$ cat src/rtl/ex_pkg.sv
// ex_pkg: shared definitions for the execute stage and its neighbours.
//   aluop_t     - ALU operation encoding carried in EXc[2:0]
//   fwd_t       - operand source select encoding (value 3 also means register file)
//   FL_*        - bit positions of {zr, neg, ov} in every flag vector
//   EXC_*       - field positions inside the 5-bit EXc control word
//   fwd_select  - forwarding mux shared by both operand paths
package ex_pkg;

  typedef enum logic [2:0] {
    ALU_ADD = 3'd0,
    ALU_SUB = 3'd1,
    ALU_AND = 3'd2,
    ALU_NOR = 3'd3,
    ALU_SLL = 3'd4,
    ALU_SRL = 3'd5,
    ALU_SRA = 3'd6,
    ALU_LHB = 3'd7
  } aluop_t;

  typedef enum logic [1:0] {
    FWD_RF  = 2'd0,
    FWD_MEM = 2'd1,
    FWD_WB  = 2'd2
  } fwd_t;

  localparam int FL_ZR  = 2;
  localparam int FL_NEG = 1;
  localparam int FL_OV  = 0;

  localparam int EXC_OP_MSB = 2;
  localparam int EXC_ALUSRC = 3;
  localparam int EXC_FLEN   = 4;

  // Select 3 is unused by decode and falls back to the register file.
  function automatic logic [15:0] fwd_select(input logic [1:0]  sel,
                                             input logic [15:0] rf,
                                             input logic [15:0] mem,
                                             input logic [15:0] wb);
    logic [15:0] val;
    case (sel)
      FWD_MEM: val = mem;
      FWD_WB:  val = wb;
      default: val = rf;
    endcase
    return val;
  endfunction

endpackage

$ cat src/rtl/ex_alu.sv
// ex_alu: purely combinational 16-bit ALU with saturating add/subtract.
//   a, b    in  16  operands
//   aluop   in  3   operation (aluop_t)
//   result  out 16  operation result
//   zr      out 1   result == 0
//   neg     out 1   result[15]
//   ov      out 1   add/sub saturated (always 0 for other operations)
module ex_alu
  import ex_pkg::*;
(
  input  logic [15:0] a,
  input  logic [15:0] b,
  input  aluop_t      aluop,
  output logic [15:0] result,
  output logic        zr,
  output logic        neg,
  output logic        ov
);

  logic [16:0] sum;

  // Add/sub run on sign-extended 17-bit operands. When the top two bits of
  // the 17-bit sum disagree the true value no longer fits in 16 bits, and
  // bit 16 tells us which rail to clamp to.
  always_comb begin
    sum    = '0;
    result = '0;
    ov     = 1'b0;
    case (aluop)
      ALU_ADD, ALU_SUB: begin
        if (aluop == ALU_SUB)
          sum = {a[15], a} - {b[15], b};
        else
          sum = {a[15], a} + {b[15], b};
        if (sum[16] != sum[15]) begin
          ov     = 1'b1;
          result = sum[16] ? 16'h8000 : 16'h7FFF;
        end else begin
          result = sum[15:0];
        end
      end
      ALU_AND: result = a & b;
      ALU_NOR: result = ~(a | b);
      ALU_SLL: result = a << b[3:0];
      ALU_SRL: result = a >> b[3:0];
      ALU_SRA: result = $signed(a) >>> b[3:0];
      default: result = {b[7:0], a[7:0]};
    endcase
  end

  assign zr  = (result == 16'h0000);
  assign neg = result[15];

endmodule

$ cat src/rtl/ex_stage.sv
// ex_stage: execute stage of the 16-bit pipeline. Owns the ID/EX register
// and the architectural flag register, resolves operand forwarding, runs the
// ALU and forms the branch target.
//   clk, rst_n            clock, asynchronous active-low reset
//   stall, flush          hold ID/EX / load a bubble (flush wins)
//   M_in, WB_in, EXc_in   control from decode
//   rdA_in, rdB_in        register-file operands
//   imm_in, pc1_in        immediate/offset and PC+1
//   bcond_in              branch condition code
//   fwdA, fwdB            operand source selects
//   mem_fwd, wb_fwd       forwarded results from MEM and WB
//   M_out .. ALU_out      fields latched by the memory stage
module ex_stage
  import ex_pkg::*;
(
  input  logic        clk,
  input  logic        rst_n,
  input  logic        stall,
  input  logic        flush,
  input  logic [2:0]  M_in,
  input  logic [6:0]  WB_in,
  input  logic [4:0]  EXc_in,
  input  logic [15:0] rdA_in,
  input  logic [15:0] rdB_in,
  input  logic [15:0] imm_in,
  input  logic [15:0] pc1_in,
  input  logic [2:0]  bcond_in,
  input  logic [1:0]  fwdA,
  input  logic [1:0]  fwdB,
  input  logic [15:0] mem_fwd,
  input  logic [15:0] wb_fwd,
  output logic [2:0]  M_out,
  output logic [6:0]  WB_out,
  output logic [2:0]  flags_out,
  output logic [2:0]  bcond_out,
  output logic [15:0] addr_out,
  output logic [15:0] wdata_out,
  output logic [15:0] PCbranch_out,
  output logic [15:0] ALU_out
);

  logic [2:0]  m_q;
  logic [6:0]  wb_q;
  logic [4:0]  exc_q;
  logic [15:0] rda_q, rdb_q, imm_q, pc1_q;
  logic [2:0]  bcond_q;
  logic [2:0]  flags_q;
  logic        loaded_q;

  logic [15:0] op_a, op_bsrc, op_b;
  logic [15:0] alu_result;
  logic        alu_zr, alu_neg, alu_ov;
  aluop_t      alu_op;
  logic [2:0]  next_flags;

  // ID/EX register: flush drops a bubble in, stall freezes the instruction,
  // otherwise decode's fields advance into execute.
  always_ff @(posedge clk or negedge rst_n) begin
    if (!rst_n) begin
      m_q     <= '0;
      wb_q    <= '0;
      exc_q   <= '0;
      rda_q   <= '0;
      rdb_q   <= '0;
      imm_q   <= '0;
      pc1_q   <= '0;
      bcond_q <= '0;
    end else if (flush) begin
      m_q     <= '0;
      wb_q    <= '0;
      exc_q   <= '0;
      rda_q   <= '0;
      rdb_q   <= '0;
      imm_q   <= '0;
      pc1_q   <= '0;
      bcond_q <= '0;
    end else if (!stall) begin
      m_q     <= M_in;
      wb_q    <= WB_in;
      exc_q   <= EXc_in;
      rda_q   <= rdA_in;
      rdb_q   <= rdB_in;
      imm_q   <= imm_in;
      pc1_q   <= pc1_in;
      bcond_q <= bcond_in;
    end
  end

  // Remembers whether the register has been written since reset. Until then
  // the forwarding inputs may carry junk, so the data outputs are held at
  // zero rather than showing whatever the forwarding muxes pick up.
  always_ff @(posedge clk or negedge rst_n) begin
    if (!rst_n)
      loaded_q <= 1'b0;
    else if (flush || !stall)
      loaded_q <= 1'b1;
  end

  // Flags commit as the instruction leaves execute, which is exactly the
  // edge where stall is low. A stalled (or stalled-and-flushed) instruction
  // therefore never touches the architectural flags.
  always_ff @(posedge clk or negedge rst_n) begin
    if (!rst_n)
      flags_q <= '0;
    else if (!stall)
      flags_q <= next_flags;
  end

  assign op_a    = fwd_select(fwdA, rda_q, mem_fwd, wb_fwd);
  assign op_bsrc = fwd_select(fwdB, rdb_q, mem_fwd, wb_fwd);
  assign op_b    = exc_q[EXC_ALUSRC] ? imm_q : op_bsrc;
  assign alu_op  = aluop_t'(exc_q[EXC_OP_MSB:0]);

  ex_alu u_alu (
    .a      (op_a),
    .b      (op_b),
    .aluop  (alu_op),
    .result (alu_result),
    .zr     (alu_zr),
    .neg    (alu_neg),
    .ov     (alu_ov)
  );

  // Flag merge: arithmetic rewrites all three flags, logic and shift ops
  // only rewrite zr, and LHB leaves everything alone.
  always_comb begin
    next_flags = flags_q;
    if (exc_q[EXC_FLEN]) begin
      case (alu_op)
        ALU_ADD, ALU_SUB: begin
          next_flags[FL_ZR]  = alu_zr;
          next_flags[FL_NEG] = alu_neg;
          next_flags[FL_OV]  = alu_ov;
        end
        ALU_AND, ALU_NOR, ALU_SLL, ALU_SRL, ALU_SRA:
          next_flags[FL_ZR] = alu_zr;
        default: ;
      endcase
    end
  end

  assign flags_out    = next_flags;
  assign M_out        = stall ? 3'b000 : m_q;
  assign WB_out       = stall ? 7'b0 : wb_q;
  assign bcond_out    = bcond_q;
  assign ALU_out      = loaded_q ? alu_result : 16'h0000;
  assign addr_out     = loaded_q ? alu_result : 16'h0000;
  assign wdata_out    = loaded_q ? op_bsrc : 16'h0000;
  assign PCbranch_out = pc1_q + imm_q;

endmodule

$ cat config.mk
export PLATFORM = sky130hd
export DESIGN_NAME = ex_stage
export DESIGN_NICKNAME = d
export VERILOG_FILES = /design/src/rtl/ex_pkg.sv /design/src/rtl/ex_alu.sv /design/src/rtl/ex_stage.sv
export SDC_FILE = /design/constraint.sdc
export NUM_CORES = 1
export LEC_CHECK = 0
export CORE_AREA = 2 2 144 146
export DETAILED_ROUTE_END_ITERATION = 10
export DIE_AREA = 0 0 146 148
export HOLD_SLACK_MARGIN = 0.02
export PLACE_DENSITY_LB_ADDON = 0.25
export SLEW_MARGIN = 20
export SYNTH_ARGS = -nofsm -noshare
export SYNTH_HDL_FRONTEND = slang
export SYNTH_SLANG_ARGS = --single-unit
$ cat constraint.sdc
create_clock -name clk -period 13.3 [get_ports clk]
set_input_delay 3.99 -clock clk [delete_from_list [all_inputs] [get_ports clk]]
set_output_delay 3.99 -clock clk [all_outputs]
set_load 0.01 [all_outputs]
==> impl_metrics.json, run 1 <==
{
  "slowest_stage": "or4b_4",
  "avgSynthCellArea_um2": 8.11,
  "timing.rr.end": "flags_q[2]",
  "hpwl_mm": 31.5,
  "fmax_mhz": 73.0,
  "finalCriticalPeriod_ns": 13.71,
  "die_w_um": 146,
  "critPathKind": "primary input to output port",
  "tightest_slew_ns": 1.05,
  "fin_util_pct": 68.9,
  "yosysSeqAreaShare_pct": 22.8,
  "crit_arrival_ns": 9.72,
  "n_fill_cell": 1661,
  "ys_warn_count": 0,
  "core.rowCount": 52,
  "r2r-start": "exc_q[3]",
  "insertion_delay_ns": 0.36,
  "synth_area_um2": 9450,
  "rr_worst_depth": 29,
  "crit_path_max_incr_delay_ns": 0.51,
  "ys.flop_type": "dfrtp_1",
  "clockBufferDepth": 2,
  "synth_fp_nets": 1331,
  "drv_slew": 0,
  "finalSetupViolations": 27,
  "endpoint_kind": "output port",
  "grt_pass1_vias": 10794,
  "htree_levels": 3,
  "clockRootBuffer": "clkbuf_16",
  "hp-class": "register to register",
  "synth_edf_count": 0,
  "fin_nets": 1678,
  "grt-ovfl-total": 0,
  "grt_pass1_wl_mm": 62.7,
  "worst_setup_path_start_kind": "primary input",
  "grt_max_degree": 84,
  "num_vias": 10975,
  "initial_utilization_pct": 47.2,
  "post-route-period-util_pct": 103,
  "fin_ws_ns": -0.407,
  "antenna_found_initial": 0,
  "syn2layout_area_growth_pct": 46.1,
  "drc": 0,
  "numCtsBuffers": 9,
  "multiInputGateArea_um2": 7080,
  "seqCellArea_um2": 2150,
  "ir_drop_mv": 0.0725,
  "vias_per_cell": 6.14,
  "ctsHoldBuffers": 0,
  "n_antenna_cell": 0,
  "worst-path-max-fanout": 6,
  "synthArstFlopShare_pct": 100,
  "clock_skew_ns": 0.0194,
  "firstDrtPassIters": 8,
  "routed_wl_mm": 41.5,
  "dieHeight_um": 148,
  "status": "complete, but fails checks",
  "layout-drive-gt1-share_pct": 25.2,
  "hold_depth": 1,
  "cap_viol_max_count": 0,
  "p_leak_nw": 6.45,
  "reg2reg_slack_ns": 6.90,
  "cts_tree": "built",
  "io_buffers": 201,
  "total_power_w": 0.00195,
  "clock_sinks": 86,
  "die_area_um2": 21600,
  "rsz0062_at_grt": "yes",
  "min-delay-start": "flags_q[0]",
  "track_usage_pct": 37.5,
  "drtIter0Drc": 967,
  "violations": "negative setup slack",
  "ys_seq_elements": 86,
  "synthCells": 1166,
  "wl_per_cell_um": 23.2,
  "relSlewSlack_pct": 29.8,
  "p_per_area_nw_per_um2": 141,
  "clk_pin_slew_worst_paths_ns": 0.07,
  "gp_congestion": 1.01,
  "pin_count": 202,
  "ys_types": 86,
  "core_um2": 20000,
  "ant_nets": 0,
  "holdPathEnd": "flags_q[0]",
  "finalHoldViolCount": 0,
  "cp.required_ns": 9.31
}
[state kept, by name (all words and copies together), names as in the netlist, 3 cells and up]
name       count
bcond_out      3
exc_q          5
flags_q        3
imm_q         16
m_q            3
pc1_q         16
rda_q         16
rdb_q         16
wb_q           7
[worst max-delay path by stage]
stage / startpoint / to / cells past startpoint
final: fwdB[0] / flags_out[2] / 30
after global routing: fwdB[0] / flags_out[2] / 30
after CTS: fwdB[1] / flags_out[2] / 28
after detailed placement: fwdB[0] / flags_out[2] / 28
after global placement: fwdB[0] / flags_out[2] / 27
after floorplan: fwdB[0] / flags_out[2] / 29
[routing by layer]
layer	part of all wire (%)	vias to the layer above	wire length, um	track usage [%]
met5	0	-	0	0
met4	7.2	0	2990	23.0
met3	8.0	177	3300	7.47
met2	47	648	19300	62.9
met1	38	5174	15800	44.5
li1	-	4976	-	-
[synth_stat cells (all sizes together) (5+ instances only)]
master / instances / area share, %
dfrtp: 86 / 23
xor2: 15 / 1.4
a211oi: 17 / 1.4
and2: 15 / 0.99
mux2i: 143 / 15
a21boi: 5 / 0.40
a2111oi: 7 / 0.93
a22o: 6 / 0.56
buf: 65 / 4.6
a21o: 10 / 0.79
o211ai: 16 / 1.3
nand2b: 15 / 1.0
o31ai: 14 / 1.2
a221oi: 19 / 2.1
o221ai: 5 / 0.53
nor3b: 5 / 0.40
nand4: 7 / 0.69
nand3: 28 / 1.5
o21a: 15 / 1.2
nor4: 13 / 1.2
a32oi: 5 / 0.54
or3: 6 / 0.40
nor2b: 26 / 1.7
and3: 10 / 0.66
or2: 5 / 0.33
a31oi: 10 / 0.66
nor2: 166 / 6.6
nor3: 33 / 1.7
a21oi: 36 / 1.9
nand2: 79 / 3.1
a221o: 13 / 1.4
ha: 41 / 5.4
o21ai: 50 / 2.6
o311ai: 5 / 0.46
a22oi: 19 / 1.5
o22ai: 6 / 0.40
o21bai: 6 / 0.48
xnor2: 25 / 2.3
clkbuf: 30 / 1.2
inv: 45 / 1.8
[worst max-delay path, delay by kind of cell]
kind	cells	cell delay [ns]
xor+xnor	2	0.37
buf+inv	7	0.81
mux	1	0.19
compound gates	7	1.14
fa+ha+maj	3	0.83
simple gates	10	2.38
[power by group]
group	internal [W]	switching (W)
sequential	0.000278	0.0000148
combinational	0.000700	0.000695
clock	0.000133	0.000127
total	0.00111	0.000837
[metrics by stage]
stage,cells,setup TNS [ns],instance area [um^2],hold slack (ns),worst slack (ns)
after global routing,1788,-10.60,13800,0.528,-0.604
final,1788,-5.19,13800,0.507,-0.407
after CTS,1774,-4.16,13600,0.509,-0.336
after floorplan,1166,-0.00560,9650,0.475,-0.00560
after global placement,1741,-34.30,12900,0.486,-1.27
after detailed placement,1741,-39.04,12900,0.493,-1.42
[timing repair]
action / 4_1_cts / 5_1_grt
pin swaps: 40 / 29
setup buffers: 18 / 15
setup endpoints to repair: 35 / 35
gates resized for setup: 215 / 37
cloned: 1 / 0
[cells in the final DEF, fill, tap and decap left out, drive strengths merged, types with 14 or more instances in the layout]
cell type,instances
o21a,15
o211ai,16
and2,15
a211oi,17
nor2,166
nor2b,26
dfrtp,86
a221oi,19
a21oi,36
nor3,33
xor2,15
o31ai,14
buf,266
nand3,28
xnor2,25
o21ai,50
ha,41
nand2b,15
inv,49
a22oi,19
nand2,79
mux2i,143
clkdlybuf4s50,157
[cell type report]
class	count	share of cell area, %
clock buffer	9	1.63
clock inverter	7	0.526
inverter	46	1.41
multi-input combinational	940	51.3
sequential	86	15.6
tap	270	2.45
timing repair buffer	430	27.1
[cells by family after synthesis]
family / Yosys count / share of synthesized area [%]
AND/OR/NAND/NOR: 416 / 21.1
AO/OA/AOI/OAI: 293 / 23.3
multiplexers: 147 / 15.7
buffers and inverters: 141 / 7.61
flip-flops: 86 / 22.8
adder cells (fa/ha/maj): 43 / 5.85
XOR/XNOR: 40 / 3.71
Power figures use the tool's default switching activity.
==> run 2: changes to the inputs <==
Settings changed: CELL_PAD_IN_SITES_DETAIL_PLACEMENT set to 1, CELL_PAD_IN_SITES_GLOBAL_PLACEMENT set to 1, CORE_AREA 2 2 144 146 to 2 2 165 167, DIE_AREA 0 0 146 148 to 0 0 167 169, SYNTH_HIERARCHICAL set to 1.
==> impl_metrics.json, run 2 <==
{
  "core.rowCount": 60,
  "tightest_slew_ns": 0.945,
  "multiInputGateArea_um2": 6840,
  "globalRouteMet2Util_pct": 50.0,
  "finalHoldViolCount": 0,
  "avgSynthCellArea_um2": 8.03,
  "yosys.cell_count.top_type": "nor2_1",
  "wl_per_cell_um": 22.7,
  "endpoint_kind": "output port",
  "crit_top_cell": "buf_6",
  "crit_arrival_ns": 9.73,
  "core_um2": 26500,
  "n_antenna_cell": 0,
  "num_vias": 10420,
  "hpwl_mm": 31.5,
  "synth_top_area_share_pct": 23.5,
  "grt_max_degree": 84,
  "clock_skew_ns": 0.00995,
  "ys_warn_count": 6,
  "p_leak_nw": 6.13,
  "stdcell_area_um2": 13500,
  "fin_tns_setup_ns": -0.495,
  "layout-drive-gt1-share_pct": 24.9,
  "clk_pin_slew_worst_paths_ns": 0.07,
  "critPathKind": "primary input to output port",
  "htree_levels": 3,
  "met1_usage_pct": 34.7,
  "die_w_um": 167,
  "firstDrtPassIters": 5,
  "synth_top_cell_by_area": "dfrtp_1",
  "routed_wl_mm": 41.3,
  "syn2layout_area_growth_pct": 47.4,
  "final_common_cell": "buf_4",
  "synth_area_um2": 9170,
  "drc": 0,
  "clock_sinks": 86,
  "drtIter0Drc": 743,
  "p_per_area_nw_per_um2": 118,
  "antenna_found_initial": 0,
  "initial_utilization_pct": 34.6,
  "dp_slack_ns": -1.28,
  "grt_pass1_vias": 10928,
  "die_area_um2": 28200,
  "cts_tree": "built",
  "synth_fp_nets": 1307,
  "io_buffers": 201,
  "placed_area_um2": 12800,
  "finalCriticalPeriod_ns": 13.72,
  "relSlewSlack_pct": 37.0,
  "track_usage_pct": 28.6,
  "ctsHoldBuffers": 0,
  "use_met3_pct": 5.47,
  "gp_congestion": 0.987,
  "clockBufferDepth": 2,
  "netlist_top_cells_count": "nor2_1 (159), mux2i_1 (116), nand2_1 (105)",
  "ys_seq_elements": 86,
  "crit_path_max_incr_delay_ns": 0.50,
  "insertion_delay_ns": 0.36,
  "pin_count": 202,
  "n_fill_cell": 3167,
  "vias_per_cell": 5.74,
  "yosysSeqAreaShare_pct": 23.5,
  "final_cell_mix": "buf_4 (218), clkdlybuf4s50_1 (173), nor2_1 (155)",
  "holdWs_ns": 0.511,
  "worst-path-max-fanout": 6,
  "finalSetupViolations": 3,
  "synthArstFlopShare_pct": 100,
  "hp-class": "register to register",
  "post-route-period-util_pct": 103,
  "cap_viol_max_count": 0,
  "numCtsBuffers": 9,
  "dieHeight_um": 169,
  "grt-ovfl-total": 0,
  "slowest_stage": "or4_4",
  "drv_slew": 0,
  "fin_nets": 1633,
  "fmax_mhz": 72.9,
  "status": "complete, but fails checks",
  "violations": "negative setup slack",
  "grt.busiest_layer": "met2",
  "fin_ws_ns": -0.423,
  "worst_setup_path_start_kind": "primary input",
  "ys_types": 76,
  "synth_edf_count": 0,
  "rsz0062_at_grt": "yes",
  "cp.required_ns": 9.31,
  "synth.area.top_cells": "dfrtp_1 (23%), mux2i_1 (13%), nor2_1 (6.5%), ha_1 (5.5%), mux4_2 (5.2%)",
  "ir_drop_mv": 0.0700,
  "ant_nets": 0,
  "grt_pass1_wl_mm": 63.1,
  "clockRootBuffer": "clkbuf_16",
  "ys.flop_type": "dfrtp_1",
  "synthCells": 1143,
  "seqCellArea_um2": 2150
}
[run 2: layer usage]
metal / wire length (um) / share of wire [%]
met2: 20600 / 50
met1: 16400 / 40
met5: 0 / 0
met3: 2480 / 6.0
met4: 1750 / 4.2
[run 2: layout make-up]
cell class / instances / area share, %
Tap cell: 341 / 3.16
Timing Repair Buffer: 423 / 27.5
Multi-Input combinational cell: 925 / 50.6
Clock buffer: 9 / 1.67
Clock inverter: 7 / 0.518
Sequential cell: 86 / 15.9
Inverter: 24 / 0.722
[run 2: cell families after synthesis]
family / synth area share (%)
compound gates: 20.3
xor+xnor: 4.09
fa+ha+maj: 6.33
buf+inv: 6.46
flops: 23.5
mux: 18.8
simple gates: 20.5
[run 2: critical path, delay by kind of cell]
family / cells / cell delay [ns]
XOR/XNOR: 2 / 0.41
multiplexers: 1 / 0.19
AND/OR/NAND/NOR: 8 / 2.05
buffers and inverters: 8 / 1.09
adder cells (fa/ha/maj): 2 / 0.47
AO/OA/AOI/OAI: 8 / 1.53
[run 2: repair_timing]
action / in CTS / in global routing
pin swaps: 12 / 26
gates resized for setup: 53 / 81
endpoints found under the setup margin: 35 / 35
setup buffers: 6 / 11
[run 2: path summary, 6_finish.rpt]
kind                                 start           end  slack (ns)  cells after the start
worst max-delay path               fwdB[1]  flags_out[2]       -0.42                     29
worst min-delay path            flags_q[0]    flags_q[0]        0.51                      1
worst max register to register    exc_q[3]    flags_q[2]        7.48                     23
worst min register to register  flags_q[0]    flags_q[0]        0.51                      1
max in group asynchronous            rst_n     rda_q[14]        8.91                      3
min in group asynchronous            rst_n     pc1_q[15]        3.48                      1
[run 2: metrics by stage]
step	instances	power [W]	util, %
2_1_floorplan	1143	0.000794	-
3_3_place_gp	1784	0.00125	48.1
3_5_place_dp	1784	0.00127	48.1
4_1_cts	1806	0.00154	49.9
5_1_grt	1815	0.00169	51.0
6_report	1815	0.00160	51.0
[run 2: where the power goes]
group          leakage, nW  switching, W  internal, W
registers             1.14     0.0000134     0.000278
logic                 4.85      0.000515     0.000529
clock network        0.144      0.000128     0.000133
